### src/rtl/riscv_core_div_pkg.sv
// ============================================================================
// Module      : riscv_core_div_pkg
// Description : Shared types and constants for the M-extension divider.
// Revision    : 1.0 - initial release
// ============================================================================
`default_nettype none

package riscv_core_div_pkg;

    typedef enum logic [1:0] {
        IDLE   = 2'd0,
        DIVIDE = 2'd1,
        FIXUP  = 2'd2,
        DONE   = 2'd3
    } div_state_e;

    // Bit 0 clear means signed; bit 1 set selects the remainder
    localparam logic [1:0] DIV  = 2'b00;
    localparam logic [1:0] DIVU = 2'b01;
    localparam logic [1:0] REM  = 2'b10;
    localparam logic [1:0] REMU = 2'b11;

    function automatic logic [127:0] most_neg(input int unsigned width);
        most_neg = 128'd1 << (width - 1);
    endfunction

endpackage

`default_nettype wire

### src/rtl/riscv_core_div_in.sv
// ============================================================================
// Module      : riscv_core_div_in
// Description : Operand conditioning: sign extraction, width truncation, magnitudes.
// Revision    : 1.0 - initial release
// ============================================================================
`default_nettype none

module riscv_core_div_in
    import riscv_core_div_pkg::*;
#(
    parameter int XLEN = 64
) (
    input  logic [XLEN-1:0] i_src_a,
    input  logic [XLEN-1:0] i_src_b,
    input  logic            i_is_signed,
    input  logic            i_isword,
    output logic            o_sign_a,
    output logic            o_sign_b,
    output logic [XLEN-1:0] o_trunc_a,
    output logic [XLEN-1:0] o_trunc_b,
    output logic [XLEN-1:0] o_mag_a,
    output logic [XLEN-1:0] o_mag_b
);

    localparam int HALF = XLEN / 2;

    logic [XLEN-1:0] w_abs_a;
    logic [XLEN-1:0] w_abs_b;

    always_comb begin
        o_sign_a  = i_isword ? i_src_a[HALF-1] : i_src_a[XLEN-1];
        o_sign_b  = i_isword ? i_src_b[HALF-1] : i_src_b[XLEN-1];
        o_trunc_a = i_isword ? {{HALF{1'b0}}, i_src_a[HALF-1:0]} : i_src_a;
        o_trunc_b = i_isword ? {{HALF{1'b0}}, i_src_b[HALF-1:0]} : i_src_b;
        // Negating at full width and truncating yields the correct half-width magnitude
        w_abs_a   = (i_is_signed && o_sign_a) ? (~i_src_a + 1'b1) : i_src_a;
        w_abs_b   = (i_is_signed && o_sign_b) ? (~i_src_b + 1'b1) : i_src_b;
        o_mag_a   = i_isword ? {{HALF{1'b0}}, w_abs_a[HALF-1:0]} : w_abs_a;
        o_mag_b   = i_isword ? {{HALF{1'b0}}, w_abs_b[HALF-1:0]} : w_abs_b;
    end

endmodule

`default_nettype wire

### src/rtl/riscv_core_div_ctrl.sv
// ============================================================================
// Module      : riscv_core_div_ctrl
// Description : Sequencer for restoring integer division with RISC-V fix-up.
// Revision    : 1.0 - initial release
// ============================================================================
`default_nettype none

module riscv_core_div_ctrl
    import riscv_core_div_pkg::*;
#(
    parameter int XLEN = 64
) (
    input  logic            i_clk,
    input  logic            i_rst,
    input  logic            i_div_ctrl_valid,
    output logic            o_div_ctrl_ready,
    input  logic [XLEN-1:0] i_div_ctrl_srcA,
    input  logic [XLEN-1:0] i_div_ctrl_srcB,
    input  logic [1:0]      i_div_ctrl_control,
    input  logic            i_div_ctrl_isword,
    input  logic            i_div_ctrl_flush,
    output logic            o_div_ctrl_busy,
    output logic            o_div_ctrl_valid,
    input  logic            i_div_ctrl_res_ready,
    output logic [XLEN-1:0] o_div_ctrl_result
);

    localparam int HALF = XLEN / 2;
    localparam int CW   = $clog2(XLEN);

    localparam logic [127:0]    c_NEG_D_WIDE = most_neg(XLEN);
    localparam logic [127:0]    c_NEG_W_WIDE = most_neg(HALF);
    localparam logic [XLEN-1:0] c_NEG_D      = c_NEG_D_WIDE[XLEN-1:0];
    localparam logic [XLEN-1:0] c_NEG_W      = c_NEG_W_WIDE[XLEN-1:0];
    localparam logic [XLEN-1:0] c_ONES_D     = {XLEN{1'b1}};
    localparam logic [XLEN-1:0] c_ONES_W     = {{HALF{1'b0}}, {HALF{1'b1}}};
    localparam logic [CW-1:0]   c_CNT_D      = CW'(XLEN - 1);
    localparam logic [CW-1:0]   c_CNT_W      = CW'(HALF - 1);

    function automatic logic [XLEN-1:0] sext_word(input logic [XLEN-1:0] v);
        sext_word = {{HALF{v[HALF-1]}}, v[HALF-1:0]};
    endfunction

    div_state_e      state_q,  state_d;
    logic [1:0]      op_q,     op_d;
    logic            isword_q, isword_d;
    logic            sign_a_q, sign_a_d;
    logic            sign_b_q, sign_b_d;
    logic [XLEN-1:0] dvd_q,    dvd_d;
    logic [XLEN-1:0] dvs_q,    dvs_d;
    logic [XLEN-1:0] rem_q,    rem_d;
    logic [XLEN-1:0] quo_q,    quo_d;
    logic [CW-1:0]   cnt_q,    cnt_d;
    logic            valid_q,  valid_d;
    logic [XLEN-1:0] result_q, result_d;

    logic            w_is_signed;
    logic            w_sign_a, w_sign_b;
    logic [XLEN-1:0] w_trunc_a, w_trunc_b, w_mag_a, w_mag_b;

    assign w_is_signed = ~i_div_ctrl_control[0];

    riscv_core_div_in #(.XLEN(XLEN)) u_div_in (
        .i_src_a     (i_div_ctrl_srcA),
        .i_src_b     (i_div_ctrl_srcB),
        .i_is_signed (w_is_signed),
        .i_isword    (i_div_ctrl_isword),
        .o_sign_a    (w_sign_a),
        .o_sign_b    (w_sign_b),
        .o_trunc_a   (w_trunc_a),
        .o_trunc_b   (w_trunc_b),
        .o_mag_a     (w_mag_a),
        .o_mag_b     (w_mag_b)
    );

    logic            w_div_zero, w_overflow;
    logic [XLEN-1:0] w_sp_quo, w_sp_rem, w_sp_sel, w_sp_res;
    logic [XLEN:0]   w_rem_shift;
    logic [XLEN-1:0] w_rem_sub;
    logic            w_ge;
    logic            w_signed_q;
    logic [XLEN-1:0] w_quo_fix, w_rem_fix, w_fix_sel, w_fix_res;

    always_comb begin
        w_div_zero  = (w_trunc_b == '0);
        w_overflow  = w_is_signed
                    && (w_trunc_a == (i_div_ctrl_isword ? c_NEG_W : c_NEG_D))
                    && (w_trunc_b == (i_div_ctrl_isword ? c_ONES_W : c_ONES_D));
        w_sp_quo    = w_div_zero ? c_ONES_D : (i_div_ctrl_isword ? c_NEG_W : c_NEG_D);
        w_sp_rem    = w_div_zero ? w_trunc_a : '0;
        w_sp_sel    = i_div_ctrl_control[1] ? w_sp_rem : w_sp_quo;
        w_sp_res    = i_div_ctrl_isword ? sext_word(w_sp_sel) : w_sp_sel;

        w_rem_shift = {rem_q, dvd_q[XLEN-1]};
        w_ge        = (w_rem_shift >= {1'b0, dvs_q});
        // When the compare passes the difference fits in XLEN bits
        w_rem_sub   = w_rem_shift[XLEN-1:0] - dvs_q;

        w_signed_q  = ~op_q[0];
        w_quo_fix   = (w_signed_q && (sign_a_q ^ sign_b_q)) ? (~quo_q + 1'b1) : quo_q;
        w_rem_fix   = (w_signed_q && sign_a_q) ? (~rem_q + 1'b1) : rem_q;
        w_fix_sel   = op_q[1] ? w_rem_fix : w_quo_fix;
        w_fix_res   = isword_q ? sext_word(w_fix_sel) : w_fix_sel;
    end

    always_comb begin
        state_d  = state_q;
        op_d     = op_q;
        isword_d = isword_q;
        sign_a_d = sign_a_q;
        sign_b_d = sign_b_q;
        dvd_d    = dvd_q;
        dvs_d    = dvs_q;
        rem_d    = rem_q;
        quo_d    = quo_q;
        cnt_d    = cnt_q;
        valid_d  = valid_q;
        result_d = result_q;

        case (state_q)
            IDLE: begin
                if (i_div_ctrl_valid) begin
                    op_d     = i_div_ctrl_control;
                    isword_d = i_div_ctrl_isword;
                    sign_a_d = w_sign_a;
                    sign_b_d = w_sign_b;
                    // Word dividends sit in the upper half so the MSB-first loop serves both widths
                    dvd_d    = i_div_ctrl_isword ? (w_mag_a << HALF) : w_mag_a;
                    dvs_d    = w_mag_b;
                    rem_d    = '0;
                    quo_d    = '0;
                    if (w_div_zero || w_overflow) begin
                        result_d = w_sp_res;
                        valid_d  = 1'b1;
                        state_d  = DONE;
                    end else begin
                        cnt_d   = i_div_ctrl_isword ? c_CNT_W : c_CNT_D;
                        state_d = DIVIDE;
                    end
                end
            end
            DIVIDE: begin
                dvd_d = {dvd_q[XLEN-2:0], 1'b0};
                rem_d = w_ge ? w_rem_sub : w_rem_shift[XLEN-1:0];
                quo_d = {quo_q[XLEN-2:0], w_ge};
                if (cnt_q == '0) begin
                    state_d = FIXUP;
                end else begin
                    cnt_d = cnt_q - 1'b1;
                end
            end
            FIXUP: begin
                result_d = w_fix_res;
                valid_d  = 1'b1;
                state_d  = DONE;
            end
            DONE: begin
                if (i_div_ctrl_res_ready) begin
                    valid_d = 1'b0;
                    state_d = IDLE;
                end
            end
            default: state_d = IDLE;
        endcase

        if (i_div_ctrl_flush) begin
            state_d = IDLE;
            valid_d = 1'b0;
            cnt_d   = '0;
        end
    end

    always_ff @(posedge i_clk) begin
        if (i_rst) begin
            state_q  <= IDLE;
            op_q     <= DIV;
            isword_q <= 1'b0;
            sign_a_q <= 1'b0;
            sign_b_q <= 1'b0;
            dvd_q    <= '0;
            dvs_q    <= '0;
            rem_q    <= '0;
            quo_q    <= '0;
            cnt_q    <= '0;
            valid_q  <= 1'b0;
            result_q <= '0;
        end else begin
            state_q  <= state_d;
            op_q     <= op_d;
            isword_q <= isword_d;
            sign_a_q <= sign_a_d;
            sign_b_q <= sign_b_d;
            dvd_q    <= dvd_d;
            dvs_q    <= dvs_d;
            rem_q    <= rem_d;
            quo_q    <= quo_d;
            cnt_q    <= cnt_d;
            valid_q  <= valid_d;
            result_q <= result_d;
        end
    end

    assign o_div_ctrl_ready  = (state_q == IDLE);
    assign o_div_ctrl_busy   = (state_q != IDLE);
    assign o_div_ctrl_valid  = valid_q;
    assign o_div_ctrl_result = result_q;

endmodule

`default_nettype wire
### config.mk
export PLATFORM = sky130hd
export DESIGN_NAME = riscv_core_div_ctrl
export DESIGN_NICKNAME = d
export VERILOG_FILES = /design/src/rtl/riscv_core_div_pkg.sv /design/src/rtl/riscv_core_div_in.sv /design/src/rtl/riscv_core_div_ctrl.sv
export SDC_FILE = /design/constraint.sdc
export NUM_CORES = 1
export LEC_CHECK = 0
export CAP_MARGIN = 20
export CORE_MARGIN = 4
export CORE_UTILIZATION = 50
export DETAILED_ROUTE_END_ITERATION = 6
export PLACE_DENSITY = 0.73
export SYNTH_ARGS = -nofsm -noshare
export SYNTH_HDL_FRONTEND = slang
export SYNTH_SLANG_ARGS = --single-unit
### constraint.sdc
create_clock -name i_clk -period 3.15 [get_ports i_clk]
set_input_delay 0.4725 -clock i_clk [delete_from_list [all_inputs] [get_ports i_clk]]
set_output_delay 0.4725 -clock i_clk [all_outputs]
set_load 0.01 [all_outputs]
==> impl_metrics.ini, run 1 <==
[sta]
fmax_ghz = 0.3098
worst_pin_slew_ns = 0.9378
min_period_over_period_pct = 102.5
layout_setup_ws_ns = -0.07769
grt_setup_unrepaired = true
skew_ns = 0.01980
slew_headroom_pct = 37.48
timing.hold.ws_ns = 0.2853
finalHoldViolCount = 0
finalSetupViolations = 16
drv_slew = 0
fin_crit_ns = 3.228

[placed_design]
place_congestion = 1.028
place_inst = 4476
dp_slack_ns = -0.5857
dp_hpwl_mm = 80.88
io_buffers = 202

[logic_synthesis]
synth_area_leaders = dfxtp_1 (27%), nor2_1 (6.1%), o21ai_0 (6.0%)
ys.flop_type = dfxtp_1
syn_nets = 3520
synth_area_um2 = 24380
synth_mux_area_share_pct = 1.447
syn-instance-count = 3307
ys_ff_latch = 334
yosys.area.top_type = dfxtp_1
yosys.area_share.simple_pct = 21.40
ys_warn_count = 0
ys_async_sr_fraction_pct = 0
ys_types = 89
ys_seq_area_share_pct = 27.42
avgSynthCellArea_um2 = 7.373
synth_adder_area_share_pct = 3.982
synth_edf_count = 0
synth_top_family_by_area = compound AO/OA/AOI/OAI gates
synth_xor_area_share_pct = 10.56
synth_compound_area_share_pct = 29.19
yosysTopAreaCellShare_pct = 27.42

[die]
fp.dieW_um = 228.8
placementRows = 80
coreArea_um2 = 47950
start_util_pct = 50.85
die-area_um2 = 52360
io_pins = 203
fp.dieH_um = 228.8

[detailed_routing]
drt_iter0_drc = 3558
drc = 0
via_per_inst = 6.306
first_pass_iters = 7
wl_mm = 105.3
ant_nets = 0
wl_per_cell_um = 22.97
num_vias = 28910

[setup_path]
cpPeakStageDelay_ns = 0.53
reg2reg_slack_ns = -0.08
r2r-start = quo_q[15]
reg2reg_depth = 12
worstSetupStartpointType = register
critPathKind = reg2reg
critPathArrivalTime_ns = 3.70
crit_path_cell_trace = or4_4 > or4_4 > nor4_4 > a31oi_2 > xnor2_2 > buf_4 > mux2i_4 > a21oi_4 > buf_6 > buf_16 > o221ai_4 > a32o_1
cp-end-kind = register
r2r_end = o_div_ctrl_result[40]
worstSetupStartpoint = quo_q[15]
crit_slowest_cell = or4_4
crit_fanout = 6
crit_path_frequent_cell = or4_4
crit_end = o_div_ctrl_result[40]
critPathRequiredTime_ns = 3.63

[cts]
clk_pin_slew_ns = 0.06
htree_num_levels = 2
cts_tree = yes
cts_made_buffers = 40
cts_buffer_depth = 3
cts_sinks = 334
root_buffer = clkbuf_16
clock_latency_ns = 0.59

[pwr]
peakVddDrop_mv = 0.4197
leakage_nw = 13.54
powerDensity_nw_per_um2 = 362.7

[finish]
stdcell_count = 4584
fillers = 3846
syn_to_final_growth_pct = 39.37
layout_commonest_cell = buf_4
post-route-util_pct = 70.87
layout_common_cells = buf_4 (592), nor2_1 (388), dfxtp_1 (312)
nets = 4151
drive_gt1_share_pct = 24.72
n_antenna_cell = 0

[job]
cap_violations = 0

[min_path]
hold_class = in2reg

[grt]
grt_overflow = 0
grt_pass1_wl_mm = 157.2
antenna_found_initial = 1
grt_max_degree = 104
grt_pass1_vias = 27190
grt_usage_pct = 37.55

[run_status]
violations = setup timing
status = finished, violations left
[final cells by class]
| class | count | area, µm² | area share [%] |
|---|---|---|---|
| inverters | 119 | 446.7 | 1.314 |
| clock inverters | 15 | 193.9 | 0.5707 |
| clock buffers | 58 | 1169 | 3.439 |
| flip-flops and latches | 334 | 6716 | 19.77 |
| well taps | 615 | 769.5 | 2.264 |
| multi-input cells | 2606 | 17560 | 51.67 |
| repair buffers | 837 | 7129 | 20.98 |
[logic make-up (layout without fill, tap and decap cells)]
| logic type | after synthesis | count (layout) |
|---|---|---|
| AND/OR/NAND/NOR | 1110 | 1110 |
| AO/OA/AOI/OAI | 1089 | 1090 |
| buffers and inverters | 368 | 1029 |
| flip-flops | 334 | 334 |
| XOR/XNOR | 294 | 294 |
| adder cells (fa/ha/maj) | 77 | 77 |
| multiplexers | 35 | 35 |
[worst min-delay path by stage]
stage                          from   endpoint  slack [ns]  cells past startpoint
after global placement    dvd_q[36]  dvd_q[36]        0.44                      2
after CTS                     i_rst  dvs_q[62]        0.25                      2
after global routing          i_rst  dvs_q[32]        0.27                      2
after detailed placement  dvd_q[36]  dvd_q[36]        0.45                      2
after floorplan           dvs_q[33]  dvs_q[33]        0.43                      2
final                         i_rst  dvs_q[42]        0.29                      2
[per-layer routing]
metal | track usage (%) | vias to the layer above | wire length (µm)
li1 | - | 13270 | -
met1 | 49.36 | 13610 | 42240
met2 | 60.83 | 1717 | 47440
met3 | 6.231 | 313 | 10220
met4 | 16.60 | 0 | 5407
met5 | 0 | - | 0
[cell usage after synthesis (18+ instances only)]
| master | count |
|---|---|
| nor2_1 | 395 |
| dfxtp_1 | 334 |
| nand2_1 | 303 |
| o21ai_0 | 294 |
| a21oi_1 | 261 |
| clkbuf_1 | 205 |
| xnor2_1 | 154 |
| xor2_1 | 140 |
| inv_1 | 117 |
| nor3_1 | 106 |
| a22oi_1 | 95 |
| ha_1 | 76 |
| a211oi_1 | 60 |
| nand3_1 | 52 |
| o31ai_1 | 48 |
| a31oi_1 | 46 |
| nand4_1 | 46 |
| or3_1 | 39 |
| nor4_1 | 37 |
| o211ai_1 | 34 |
| mux2i_1 | 33 |
| a21o_1 | 29 |
| or4_1 | 24 |
| a221oi_1 | 23 |
| a32o_1 | 23 |
| a211oi_2 | 22 |
| nand2b_1 | 21 |
| o41ai_1 | 19 |
| o221ai_1 | 18 |
[report_power, final]
part	total (mW)	leakage [nW]	switching [mW]	internal [mW]
registers	4.49	2.73	0.0960	4.39
logic	2.96	10.1	1.74	1.22
clock network	4.88	0.670	2.04	2.85
[sequential cells by signal (all words and copies together) (netlist names)]
signal	count
cnt_q	6
dvd_q	64
dvs_q	64
isword_q	1
o_div_ctrl_result	64
o_div_ctrl_valid	1
op_q	2
quo_q	64
rem_q	64
sign_a_q	1
sign_b_q	1
state_q	2
[critical path, delay by kind of cell (launching register included)]
kind | cells | cell delay [ns]
AOI/OAI and AO/OA | 4 | 0.83
and+or+nand+nor | 3 | 1.19
DFF | 1 | 0.32
buffers and inverters | 3 | 0.45
xor gates and xnor gates | 1 | 0.23
muxes | 1 | 0.08
[stage by stage]
stage	total power, mW	TNS, ns	cell area (µm²)
2_1_floorplan	5.961	0	24390
3_3_place_gp	7.192	-57.15	30910
3_5_place_dp	7.235	-63.59	30910
4_1_cts	12.12	-0.05730	32740
5_1_grt	12.74	-3.861	33980
6_report	12.33	-0.6574	33980
[what timing repair did]
| item | in CTS | in global routing |
|---|---|---|
| pin swaps | 38 | 84 |
| gates resized for setup | 67 | 222 |
| setup endpoints to repair | 74 | 159 |
| setup buffers | 9 | 22 |
| gates cloned | 2 | 6 |
| hold buffers | 0 | 0 |
(Power assumes the default switching activity.)
==> run 2, diff against run 1 <==
--- a/config.mk
+++ b/config.mk
@@ -8,6 +8,7 @@
 export CAP_MARGIN = 20
 export CORE_MARGIN = 4
 export CORE_UTILIZATION = 50
+export CTS_CLUSTER_SIZE = 10
 export DETAILED_ROUTE_END_ITERATION = 6
 export PLACE_DENSITY = 0.73
 export SYNTH_ARGS = -nofsm -noshare
==> impl_metrics.ini, run 2 (same netlist as run 1, synthesis figures left out) <==
[run_status]
status = finished, violations left
violations = setup timing

[grt]
grt_use_met1_pct = 49.34
grt_overflow = 0
gr-usage-met3_pct = 6.119
grtUsageMet2_pct = 60.87
grt_pass1_vias = 27140
antenna_found_initial = 2
top_usage_layer = met2
grt_max_degree = 104
grt_pass1_wl_mm = 157.1
grt_usage_pct = 37.54

[setup_path]
cpPeakStageDelay_ns = 0.56
crit_slowest_cell = or4_4
critPathKind = reg2reg
cp-end-kind = register
critPathArrivalTime_ns = 3.71
cp_top_family = simple AND/OR/NAND/NOR gates
crit_path_cell_trace = buf_4 > or4_4 > or3_4 > nor4_4 > a21oi_2 > xnor2_2 > mux2i_4 > a21oi_4 > bufbuf_16 > o21ai_0 > a32o_1
worstSetupStartpointType = register
crit_fanout = 6
worst-path-buf-inv = 2
critPathRequiredTime_ns = 3.62

[sta]
grt_setup_unrepaired = true
slew_headroom_pct = 37.27
finalSetupViolations = 19
min_period_over_period_pct = 103.1
layout_setup_ws_ns = -0.09720
worst_pin_slew_ns = 0.9409
drv_slew = 0
skew_ns = 0.01552
fin_crit_ns = 3.247
tns_ns = -0.7205
fmax_ghz = 0.3080
timing.hold.ws_ns = 0.2856
finalHoldViolCount = 0

[finish]
fillers = 3903
stdcell_count = 4571
nets = 4153
drive_gt1_share_pct = 23.74
finalInstanceArea_um2 = 33610
post-route-util_pct = 70.11
multiInputGateArea_um2 = 17350
layout_commonest_cell = buf_4
syn_to_final_growth_pct = 37.87
layout_common_cells = buf_4 (596), nor2_1 (388), dfxtp_1 (316)
regArea_um2 = 6711
n_antenna_cell = 0

[cts]
cts_tree = yes
cts_buffer_depth = 3
cts_sinks = 334
clk_pin_slew_ns = 0.06
clock_latency_ns = 0.59
root_buffer = clkbuf_16
htree_num_levels = 2
cts_made_buffers = 41

[pwr]
p_switching_mw = 3.752
leakage_nw = 13.40
powerDensity_nw_per_um2 = 354.9
power.total_mw = 11.93
peakVddDrop_mv = 0.3579
p_seq_share_pct = 37.6
p_sw_share_pct = 31.45
p_int_mw = 8.179
clockPowerShare_pct = 37.9
p_comb_share_pct = 24.5

[die]
die-area_um2 = 52360
fp.dieW_um = 228.8
coreArea_um2 = 47950
start_util_pct = 50.85
fp.dieH_um = 228.8
placementRows = 80
io_pins = 203

[detailed_routing]
drc = 0
wl_per_cell_um = 22.95
wl_mm = 104.9
via_per_inst = 6.296
num_vias = 28780
drt_iter0_drc = 3174
ant_nets = 0
first_pass_iters = 7

[placed_design]
place_inst = 4476
io_buffers = 202
placed_area_um2 = 30910
dp_hpwl_mm = 80.88
dp_slack_ns = -0.5857
place_congestion = 1.028

[job]
cap_violations = 0

[min_path]
hold_class = in2reg
## run 2: worst paths after layout
path,startpoint,endpoint,slack [ns],cells after the start
worst max-delay path,rem_q[9],o_div_ctrl_result[32],-0.1,11
worst min-delay path,i_rst,dvs_q[35],0.29,2
worst min register to register,dvd_q[36],dvd_q[36],0.46,2
worst max register to register,rem_q[9],o_div_ctrl_result[32],-0.1,11
## run 2: what timing repair did
| action | in CTS | in global routing |
|---|---|---|
| pin swaps | 37 | 86 |
| buffers inserted | 11 | 21 |
| setup endpoints to repair | 78 | 161 |
| hold endpoints to repair | 0 | 0 |
| cloned | 2 | 7 |
| hold buffers | 0 | 0 |
| gates resized for setup | 77 | 166 |
## run 2: worst register-to-register path, stage by stage, from the launching register on
cell	delay, ns
dfxtp_4	0.36
buf_4	0.14
or4_4	0.56
or3_4	0.40
nor4_4	0.21
a21oi_2	0.12
xnor2_2	0.24
mux2i_4	0.13
a21oi_4	0.27
bufbuf_16	0.32
o21ai_0	0.13
a32o_1	0.29
## run 2: cell type report
class,instances,share of cell area (%)
Clock buffer,54,3.376
Clock inverter,5,0.2271
Inverter,119,1.329
Multi-Input combinational cell,2606,51.61
Sequential cell,334,19.97
Tap cell,615,2.289
Timing Repair Buffer,838,21.21
## run 2: metal layers
metal  vias up  wire length [µm]
met5         -                33
met4         4              5846
met3       341              9718
met2      1655             46900
met1     13510             42420
li1      13270                 -
## run 2: power groups by stage
stage	clock (mW)	combinational, mW	sequential, mW
global route	4.70	3.13	4.50
detailed placement	0	2.66	4.57
finish	4.52	2.93	4.49
floorplan	0	1.42	4.54
global placement	0	2.63	4.56
CTS	4.55	2.74	4.48
